**src/rtl/video_timing_pkg.sv**
```systemverilog
// rtl/video_timing_pkg.sv - default 15 kHz video timing constants and pattern encodings
package video_timing_pkg;

  localparam int unsigned H_TOTAL  = 1024;
  localparam int unsigned H_SYNC   = 72;
  localparam int unsigned H_START  = 192;
  localparam int unsigned H_ACTIVE = 640;
  localparam int unsigned V_TOTAL  = 312;
  localparam int unsigned V_SYNC   = 3;
  localparam int unsigned V_START  = 40;
  localparam int unsigned V_ACTIVE = 256;

  typedef enum logic [1:0] {
    PAT_EXT   = 2'b00,
    PAT_BARS  = 2'b01,
    PAT_GRID  = 2'b10,
    PAT_BLACK = 2'b11
  } pattern_t;

endpackage

```
**src/rtl/video_pattern.sv**
```systemverilog
// rtl/video_pattern.sv - combinational colour selection: external pixel or built-in test pattern
module video_pattern
  import video_timing_pkg::*;
#(
  parameter int unsigned H_ACTIVE = video_timing_pkg::H_ACTIVE,
  parameter int unsigned V_ACTIVE = video_timing_pkg::V_ACTIVE
) (
  input  logic [9:0]  x,
  input  logic [8:0]  y,
  input  pattern_t    pat,
  input  logic [17:0] pix_rgb,
  output logic [17:0] rgb
);

  // Eight equal-width bars across the active line.
  localparam logic [9:0] BAR_W  = 10'(H_ACTIVE / 8);
  localparam logic [9:0] X_LAST = 10'(H_ACTIVE - 1);
  localparam logic [8:0] Y_LAST = 9'(V_ACTIVE - 1);

  logic [9:0] bar_idx;
  logic       grid_on;

  assign bar_idx = x / BAR_W;
  // Grid lines every 32 pixels/lines plus a closing border on the last column and row.
  assign grid_on = (x[4:0] == 5'd0) || (y[4:0] == 5'd0) || (x == X_LAST) || (y == Y_LAST);

  // Select the colour source; bar index bits map to r=bit1, g=bit2, b=bit0.
  always_comb begin
    rgb = '0;
    case (pat)
      PAT_EXT:   rgb = pix_rgb;
      PAT_BARS:  rgb = {{6{bar_idx[1]}}, {6{bar_idx[2]}}, {6{bar_idx[0]}}};
      PAT_GRID:  rgb = {18{grid_on}};
      default:   rgb = '0;
    endcase
  end

endmodule

```
**src/rtl/video_sync_gen.sv**
```systemverilog
// rtl/video_sync_gen.sv - 15 kHz sync/pixel-request timing generator with one-cycle output stage
module video_sync_gen
  import video_timing_pkg::*;
#(
  parameter int unsigned H_TOTAL  = video_timing_pkg::H_TOTAL,
  parameter int unsigned H_SYNC   = video_timing_pkg::H_SYNC,
  parameter int unsigned H_START  = video_timing_pkg::H_START,
  parameter int unsigned H_ACTIVE = video_timing_pkg::H_ACTIVE,
  parameter int unsigned V_TOTAL  = video_timing_pkg::V_TOTAL,
  parameter int unsigned V_SYNC   = video_timing_pkg::V_SYNC,
  parameter int unsigned V_START  = video_timing_pkg::V_START,
  parameter int unsigned V_ACTIVE = video_timing_pkg::V_ACTIVE
) (
  input  logic        clk_pix,
  input  logic        rst_n,
  input  logic        clken_pix,
  input  logic [1:0]  pattern,
  output logic        pix_req,
  output logic [9:0]  pix_x,
  output logic [8:0]  pix_y,
  input  logic [17:0] pix_rgb,
  output logic        hs_out,
  output logic        vs_out,
  output logic        de_out,
  output logic [5:0]  r_out,
  output logic [5:0]  g_out,
  output logic [5:0]  b_out
);

  if (H_TOTAL > 1024 || V_TOTAL > 512) begin : g_bad_total
    $error("video_sync_gen: H_TOTAL/V_TOTAL exceed counter width");
  end
  if (H_SYNC >= H_START || V_SYNC >= V_START) begin : g_bad_sync
    $error("video_sync_gen: sync pulse must end before the active area starts");
  end
  if (H_START + H_ACTIVE > H_TOTAL || V_START + V_ACTIVE > V_TOTAL) begin : g_bad_active
    $error("video_sync_gen: active area extends past the end of the line/frame");
  end
  if (H_ACTIVE == 0 || (H_ACTIVE % 8) != 0) begin : g_bad_bars
    $error("video_sync_gen: H_ACTIVE must be a non-zero multiple of 8");
  end

  localparam logic [9:0]  H_LAST  = 10'(H_TOTAL - 1);
  localparam logic [8:0]  V_LAST  = 9'(V_TOTAL - 1);
  localparam logic [9:0]  H_SYNCW = 10'(H_SYNC);
  localparam logic [8:0]  V_SYNCW = 9'(V_SYNC);
  localparam logic [10:0] H_BEG   = 11'(H_START);
  localparam logic [10:0] H_END   = 11'(H_START + H_ACTIVE);
  localparam logic [9:0]  V_BEG   = 10'(V_START);
  localparam logic [9:0]  V_END   = 10'(V_START + V_ACTIVE);

  logic [9:0]  hcnt;
  logic [8:0]  vcnt;
  logic        hs0, vs0, act0, frame_start;
  logic [9:0]  x1;
  logic [8:0]  y1;
  pattern_t    pat_q;
  logic [17:0] pat_rgb;

  // Stage 0: sync and active-area decode straight from the counters.
  assign hs0  = (hcnt >= H_SYNCW);
  assign vs0  = (vcnt >= V_SYNCW);
  assign act0 = ({1'b0, hcnt} >= H_BEG) && ({1'b0, hcnt} < H_END) &&
                ({1'b0, vcnt} >= V_BEG) && ({1'b0, vcnt} < V_END);
  assign frame_start = (hcnt == 10'd0) && (vcnt == 9'd0);

  assign pix_req = act0 & clken_pix;
  assign pix_x   = act0 ? (hcnt - 10'(H_START)) : 10'd0;
  assign pix_y   = act0 ? (vcnt - 9'(V_START)) : 9'd0;

  // Pixel and line counters, advancing only on enabled pixel clocks.
  always_ff @(posedge clk_pix or negedge rst_n) begin
    if (!rst_n) begin
      hcnt <= '0;
      vcnt <= '0;
    end else if (clken_pix) begin
      if (hcnt == H_LAST) begin
        hcnt <= '0;
        vcnt <= (vcnt == V_LAST) ? 9'd0 : vcnt + 9'd1;
      end else begin
        hcnt <= hcnt + 10'd1;
      end
    end
  end

  // Pattern select is sampled only at frame start so a frame is never mixed.
  always_ff @(posedge clk_pix or negedge rst_n) begin
    if (!rst_n) begin
      pat_q <= PAT_EXT;
    end else if (clken_pix && frame_start) begin
      pat_q <= pattern_t'(pattern);
    end
  end

  // Stage 1: one enabled cycle behind the counters, matching the external source latency.
  always_ff @(posedge clk_pix or negedge rst_n) begin
    if (!rst_n) begin
      hs_out <= 1'b1;
      vs_out <= 1'b1;
      de_out <= 1'b0;
      x1     <= '0;
      y1     <= '0;
    end else if (clken_pix) begin
      hs_out <= hs0;
      vs_out <= vs0;
      de_out <= act0;
      x1     <= pix_x;
      y1     <= pix_y;
    end
  end

  video_pattern #(
    .H_ACTIVE (H_ACTIVE),
    .V_ACTIVE (V_ACTIVE)
  ) u_pattern (
    .x       (x1),
    .y       (y1),
    .pat     (pat_q),
    .pix_rgb (pix_rgb),
    .rgb     (pat_rgb)
  );

  // Colour is blanked outside the active area; pix_rgb arrives in this same stage.
  assign {r_out, g_out, b_out} = de_out ? pat_rgb : 18'd0;

endmodule

```
**config.mk**
```make
export PLATFORM = sky130hd
export DESIGN_NAME = video_sync_gen
export DESIGN_NICKNAME = d
export VERILOG_FILES = /design/src/rtl/video_timing_pkg.sv /design/src/rtl/video_pattern.sv /design/src/rtl/video_sync_gen.sv
export SDC_FILE = /design/constraint.sdc
export NUM_CORES = 1
export LEC_CHECK = 0
export ABC_CLOCK_PERIOD_IN_PS = 2700
export BUFFER_PORTS_ARGS = -buffer_cell sky130_fd_sc_hd__buf_2
export CAP_MARGIN = 40
export CELL_PAD_IN_SITES_DETAIL_PLACEMENT = 0
export CELL_PAD_IN_SITES_GLOBAL_PLACEMENT = 2
export CORE_ASPECT_RATIO = 1.4
export CORE_MARGIN = 2
export CORE_UTILIZATION = 32
export DETAILED_ROUTE_END_ITERATION = 8
export PLACE_DENSITY = 0.89
export SKIP_CTS_REPAIR_TIMING = 1
export SLEW_MARGIN = 0
export SYNTH_ARGS = -nofsm -noshare
export SYNTH_HDL_FRONTEND = slang
export SYNTH_SLANG_ARGS = --single-unit
export TNS_END_PERCENT = 50
```
**constraint.sdc**
```tcl
create_clock -name clk_pix -period 2.7 [get_ports clk_pix]
set_input_delay 0 -clock clk_pix [delete_from_list [all_inputs] [get_ports clk_pix]]
set_output_delay 0 -clock clk_pix [all_outputs]
set_load 0.05 [all_outputs]
```
==> reports/metrics.csv, run 1 <==
stage,metric,value,unit
floorplan,Die W,85.2,microns
floorplan,Core ar.,8980,sq um
global_routing,global-route wire length before repair,12500,microns
global_routing,GRT Util Overall,0.153,
floorplan,die height,118,microns
sta,RSZ-0062 raised after global routing,false,
final_layout,Layout area overhead,20.9,%
setup_path,worst setup path category,flip-flop to output port,
sta,Setup TNS Final,0,ns
setup_path,required time of the critical path,2.70,ns
global_routing,initial antenna violation count,0,
detailed_routing,via/cell ratio,5.17,
final_layout,n_diodes,0,
place,port bufs,63,
setup_path,Worst Setup Start Kind,flip-flop,
setup_path,critical path peak fanout,11,
place,gpl congestion,0.826,
logic_synthesis,Yosys warning total,0,
final_layout,fraction of layout cells with a size suffix above 1,0.249,
logic_synthesis,Mapped Area,2950,sq um
power_and_ir_drop,leak pwr,0.00172,uW
detailed_routing,DRC violations left,0,
final_layout,final net count,436,
logic_synthesis,"FF+latch count, synth",43,
floorplan,starting density of the core,0.329,
sta,Final WS setup,0.326,ns
status,status,completed,
logic_synthesis,Synth Flop Type,dfrtp_1,
logic_synthesis,library cells used by synthesis,61,
logic_synthesis,syn avg cell area,8.56,sq um
detailed_routing,first drt pass iteration count,4,
sta,max frequency,421,MHz
floorplan,# IOs,64,
sta,measured slew at the worst slew-check pin,0.669,ns
cts,Sink Count,43,
sta,Clock Skew,0.00325,ns
cts,"CTS clk-pin slew, worst paths",0.06,ns
setup_path,crit end category,output port,
floorplan,row count,41,
sta,"Min Clock Period, post-route",2.37,ns
logic_synthesis,ys async rst share,1.00,
detailed_routing,"wirelength, routed",7340,microns
logic_synthesis,"Seq/Total Area, Yosys",0.365,
logic_synthesis,Synth Net Count,380,
global_routing,gr ovfl total,0,
final_layout,Filler Cells Inserted,917,
cts,latest clock arrival within the worst-skew pair,0.29,ns
sta,fin crit share,0.879,
final_layout,most frequent cells in the layout,"63 x buf_2, 46 x nand2_1, 41 x dfrtp_1",
sta,Final Setup Violations,0,
global_routing,largest net degree at the start of global routing,32,
sta,Final Max Slew Viols,0,
setup_path,crit path DAT,2.37,ns
cts,CTS root buf,clkbuf_16,
sta,relative max-transition margin,0.553,
logic_synthesis,number of synthesized flops with an enable pin,0,
cts,CTS max path bufs,2,
cts,CTS tree,done,
cts,H-tree levels,2,
sta,final hold vios,0,
global_routing,vias in the first global route,2480,
detailed_routing,DR iter-0 viols,106,
place,Detailed Place HPWL,5650,microns
logic_synthesis,Synth Instances,345,
power_and_ir_drop,PwrDens,496,nW/um^2
detailed_routing,post-route ant nets,0,
place,pre-CTS setup slack,0.616,ns
detailed_routing,DR vias,2630,
final_layout,"most common cell after layout, fill and taps aside",buf_2,
detailed_routing,WL/cell,14.4,microns
hold_path,HP Class,input pin to async pin,
power_and_ir_drop,peak supply drop,0.345,mV
job,max cap viols,0,
floorplan,DIE AREA,10000,sq um
cts,Inserted Clock Buffers,5,
==> path summary, 6_finish.rpt <==
| check | depth (start not counted) | end | slack (ns) | from |
|---|---|---|---|---|
| min in group clk_pix | 3 | hs_out | 0.16 | clken_pix |
| worst max-delay path | 6 | g_out[3] | 0.33 | x1[7] |
| max in group asynchronous | 3 | vs_out | 2.02 | rst_n |
| worst min register to register | 2 | hs_out | 0.50 | hs_out |
| worst max register to register | 6 | vcnt[4] | 0.74 | vcnt[1] |
| worst min-delay path | 2 | hcnt[9] | 0.14 | rst_n |
==> flip-flops by register name, summed over array words and instances (netlist names) <==
register / cells
hs_out: 1
vs_out: 1
hcnt: 10
vcnt: 9
x1: 10
de_out: 1
pat_q: 2
y1: 9
==> cells in the mapped netlist (3+ instances only) <==
library cell	n	share of area
and2_1	6	0.013
o22ai_1	5	0.011
ha_1	12	0.051
xnor2_1	11	0.033
nor2b_1	3	0.0064
o2bb2ai_1	7	0.021
dfrtp_1	41	0.35
nor3_1	5	0.0085
mux2_2	3	0.011
nand3_1	10	0.017
or3_1	4	0.0085
xor2_1	5	0.015
o31ai_1	5	0.013
a21oi_1	15	0.025
nand2_1	46	0.059
nand4_1	8	0.017
a211oi_1	7	0.018
o21ai_0	21	0.036
a22o_1	6	0.018
inv_1	18	0.023
and3_1	3	0.0064
buf_2	12	0.020
clkbuf_1	9	0.011
nor2_1	32	0.041
a31oi_1	3	0.0064
==> worst max-delay path, stage by stage (launching register included) <==
cell and delay (ns):
dfrtp_1 0.48, and2b_2 0.29, inv_1 0.07, o41ai_4 0.66, nor3_4 0.15, a21oi_1 0.15, buf_2 0.29
==> layer usage <==
| metal | wire length, microns | vias up | track usage |
|---|---|---|---|
| met2 | 3720 | 70 | 0.267 |
| li1 | - | 1329 | - |
| met5 | 0 | - | 0 |
| met1 | 3160 | 1219 | 0.188 |
| met4 | 172 | 0 | 0.0585 |
| met3 | 287 | 12 | 0.0182 |
==> metrics by stage <==
stage               power [uW]  hold WS, ns  area, sq um  utilization  cells
floorplan                  924       -0.296         2950            -    345
global placement           998        0.216         3330        0.371    497
detailed placement        1000      -0.0884         3350        0.373    498
CTS                       1790       -0.396         3540        0.394    506
global route              1860        0.179         3570        0.398    509
finish                    1770        0.139         3570        0.398    509
==> cells by family (layout without fill, tap and decap cells) <==
kind of cell | Yosys count | in the layout | synth area share
simple gates | 140 | 140 | 0.246
compound gates | 85 | 85 | 0.207
buf+inv | 45 | 102 | 0.0682
flops | 43 | 43 | 0.365
xor+xnor | 16 | 16 | 0.0475
fa+ha+maj | 12 | 12 | 0.0509
mux | 4 | 4 | 0.0148
==> where the power goes <==
| group | switching (uW) | internal (uW) | total [uW] |
|---|---|---|---|
| clock network | 248 | 530 | 779 |
| logic | 129 | 89.1 | 218 |
| registers | 79.0 | 695 | 774 |
==> final cells by class <==
class / count / area, sq um / share of cell area
Clock buffer: 6 / 129 / 0.0361
Sequential cell: 43 / 1080 / 0.302
Multi-Input combinational cell: 257 / 1670 / 0.468
Timing Repair Buffer: 75 / 425 / 0.119
Clock inverter: 2 / 60.1 / 0.0168
Inverter: 19 / 71.3 / 0.0200
Tap cell: 107 / 134 / 0.0375
No activity file was read; power rests on OpenSTA's default activity.
==> run 2, diff against run 1 <==
--- a/config.mk
+++ b/config.mk
@@ -12,9 +12,9 @@
 export CELL_PAD_IN_SITES_GLOBAL_PLACEMENT = 2
 export CORE_ASPECT_RATIO = 1.4
 export CORE_MARGIN = 2
-export CORE_UTILIZATION = 32
+export CORE_UTILIZATION = 25
 export DETAILED_ROUTE_END_ITERATION = 8
-export PLACE_DENSITY = 0.89
+export PLACE_DENSITY = 0.74
 export SKIP_CTS_REPAIR_TIMING = 1
 export SLEW_MARGIN = 0
 export SYNTH_ARGS = -nofsm -noshare
==> run 2 against run 1 <==
  * First-iteration DRC count shrank 5.7%
  * Flip-flop and latch count is the same
  * Combinational power grew 3%
  * Wire length grew 12%
  * Worst hold slack lost 0.094 ns
  * Via count is essentially flat
  * Cell count grew 7.9%
  * Clock power shrank 17%
  * Setup slack lost 0.065 ns
==> reports/metrics.csv, run 2 (synthesis gave the netlist of run 1 again) <==
stage,metric,value,unit,change
status,status,completed,,unchanged
final_layout,final net count,436,,unchanged
hold_path,hold path start,clken_pix,,
floorplan,# IOs,64,,unchanged
place,gpl congestion,0.828,,was 0.826
global_routing,gr ovfl total,0,,unchanged
final_layout,Layout area overhead,22.0,%,was 20.9%
final_layout,largest registers,"hcnt x10, x1 x10",,unchanged
sta,max frequency,410,MHz,was 421 MHz
job,max cap viols,0,,unchanged
setup_path,CP Depth,8,,was 6
cts,CTS root buf,clkbuf_16,,unchanged
power_and_ir_drop,P_int,1180,uW,was 1310 uW
cts,Inserted Clock Buffers,5,,unchanged
setup_path,worst setup path category,flip-flop to output port,,unchanged
detailed_routing,DR iter-0 viols,100,,was 106
final_layout,Post-Layout Inst Area,3600,sq um,was 3570 sq um
power_and_ir_drop,Switching Share,0.284,,was 0.258
setup_path,Worst Setup Start Kind,flip-flop,,unchanged
cts,CTS tree,done,,unchanged
detailed_routing,WL met2,4330,microns,was 3720 microns
cts,H-tree levels,2,,unchanged
detailed_routing,post-route ant nets,0,,unchanged
detailed_routing,"wirelength, routed",8250,microns,was 7340 microns
power_and_ir_drop,PwrDens,457,nW/um^2,was 496 nW/um^2
sta,Clock Skew,0.00493,ns,was 0.00325 ns
power_and_ir_drop,Comb power frac,0.136,,was 0.123
place,DP Area,3410,sq um,was 3350 sq um
setup_path,R2R Path Start,hcnt[6],,was vcnt[1]
hold_path,HP Class,input pin to flip-flop,,was input pin to async pin
setup_path,r2r endpoint,x1[4],,was vcnt[4]
setup_path,Crit path largest cell delay,0.46,ns,was 0.66 ns
final_layout,fraction of layout cells with a size suffix above 1,0.249,,unchanged
sta,RSZ-0062 raised after global routing,false,,unchanged
final_layout,n_diodes,0,,unchanged
floorplan,die height,133,microns,was 118 microns
final_layout,"most common cell after layout, fill and taps aside",buf_2,,unchanged
detailed_routing,DR vias,2629,,was 2630
cts,"CTS clk-pin slew, worst paths",0.06,ns,about the same
power_and_ir_drop,leak pwr,0.00171,uW,was 0.00172 uW
setup_path,crit end category,output port,,unchanged
floorplan,Core ar.,11600,sq um,was 8980 sq um
place,Detailed Place HPWL,6400,microns,was 5650 microns
sta,measured slew at the worst slew-check pin,0.642,ns,was 0.669 ns
setup_path,FF-to-FF setup slack,0.67,ns,was 0.74 ns
detailed_routing,M1 WL,3440,microns,was 3160 microns
setup_path,required time of the critical path,2.70,ns,about the same
global_routing,global-route wire length before repair,13500,microns,was 12500 microns
floorplan,starting density of the core,0.253,,was 0.329
setup_path,WP buf/inv,3,,was 2
power_and_ir_drop,peak supply drop,0.315,mV,was 0.345 mV
setup_path,Critical Path Slowest Stage Cell,dfrtp_1,,was o41ai_4
setup_path,critical path cell sequence,"inv_1, ha_1, o21ai_1, nor3_1, a211o_1, buf_12, nor2_1, buf_2",,"was and2b_2, inv_1, o41ai_4, nor3_4, a21oi_1, buf_2"
sta,fin crit share,0.903,,was 0.879
setup_path,cells on worst reg2reg path,6,,unchanged
detailed_routing,Top Metal Used,met4,,unchanged
cts,Sink Count,43,,unchanged
global_routing,initial antenna violation count,0,,unchanged
setup_path,crit path DAT,2.44,ns,was 2.37 ns
global_routing,GRT Util Overall,0.135,,was 0.153
floorplan,Die W,95.8,microns,was 85.2 microns
cts,CTS max path bufs,2,,unchanged
final_layout,most frequent cells in the layout,"63 x buf_2, 46 x nand2_1, 41 x dfrtp_1",,unchanged
sta,relative max-transition margin,0.570,,was 0.553
sta,worst hold slack,0.0456,ns,was 0.139 ns
detailed_routing,metal3 WL,288,microns,was 287 microns
power_and_ir_drop,sequential share of power,0.472,,was 0.437
floorplan,row count,47,,was 41
sta,Final Max Slew Viols,0,,unchanged
detailed_routing,first drt pass iteration count,4,,unchanged
place,port bufs,63,,unchanged
power_and_ir_drop,net switching power,467,uW,was 456 uW
detailed_routing,DRC violations left,0,,unchanged
sta,"Min Clock Period, post-route",2.44,ns,was 2.37 ns
detailed_routing,WL/cell,15.0,microns,was 14.4 microns
setup_path,critical path peak fanout,20,,was 11
floorplan,DIE AREA,12700,sq um,was 10000 sq um
detailed_routing,via/cell ratio,4.79,,was 5.17
global_routing,largest net degree at the start of global routing,32,,unchanged
sta,final hold vios,0,,unchanged
setup_path,critical path's top delay family,compound AO/OA/AOI/OAI gates,,unchanged
power_and_ir_drop,clock power share,0.392,,was 0.440
cts,latest clock arrival within the worst-skew pair,0.29,ns,about the same
global_routing,vias in the first global route,2623,,was 2480
final_layout,"Core Util, Final",0.309,,was 0.398
sta,Final Setup Violations,0,,unchanged
hold_path,WHS Endpoint,hcnt[1],,
sta,Setup TNS Final,0,ns,unchanged
hold_path,Hold Path Stages,2,,
[run 2: cell types whose count changed in the layout (fill, tap and decap cells not counted)]
cell	delta
buf_12	+1
buf_4	-1
bufinv_16	-2
clkbuf_8	+2
[run 2: worst reg2reg max path: stages, from the launching register on]
cell and delay, ns:
dfrtp_1 0.47, ha_1 0.30, or3_1 0.38, o21ai_0 0.13, a211o_1 0.34, buf_12 0.20
o22ai_1 0.09
[run 2: layout make-up]
class	count	area [sq um]
tap	147	184
inverter	19	71.3
timing repair buffer	75	438
sequential	43	1080
multi-input combinational	257	1670
clock buffer	8	156
fill	1296	8040
[run 2: how the worst max path moves through the flow]
stage	start	end	slack, ns
2_1_floorplan	x1[3]	b_out[1]	0.19
3_3_place_gp	vcnt[4]	pix_x[8]	0.59
3_5_place_dp	vcnt[4]	pix_x[8]	0.56
4_1_cts	vcnt[4]	pix_x[8]	0.25
5_1_grt	vcnt[4]	pix_x[9]	0.12
6_report	vcnt[4]	pix_x[8]	0.26
[run 2: per-stage QoR]
stage / setup WS, ns / cells / total power [uW]
after floorplan: 0.192 / 345 / 924
after global placement: 0.590 / 537 / 1010
after detailed placement: 0.562 / 538 / 1010
after CTS: 0.247 / 546 / 1670
after global routing: 0.124 / 549 / 1730
final: 0.261 / 549 / 1650
[run 2: power groups by stage]
stage	registers (uW)	clock network [uW]	logic (uW)
after global routing	787	683	258
final	776	646	224
after detailed placement	788	0	222
after floorplan	762	0	162
after CTS	776	666	223
after global placement	788	0	218
[run 2: routing by layer]
metal  track usage  up-vias
li1              -     1327
met1         0.155     1226
met2         0.246       63
met3        0.0182       13
met4        0.0500        0
met5             0        -
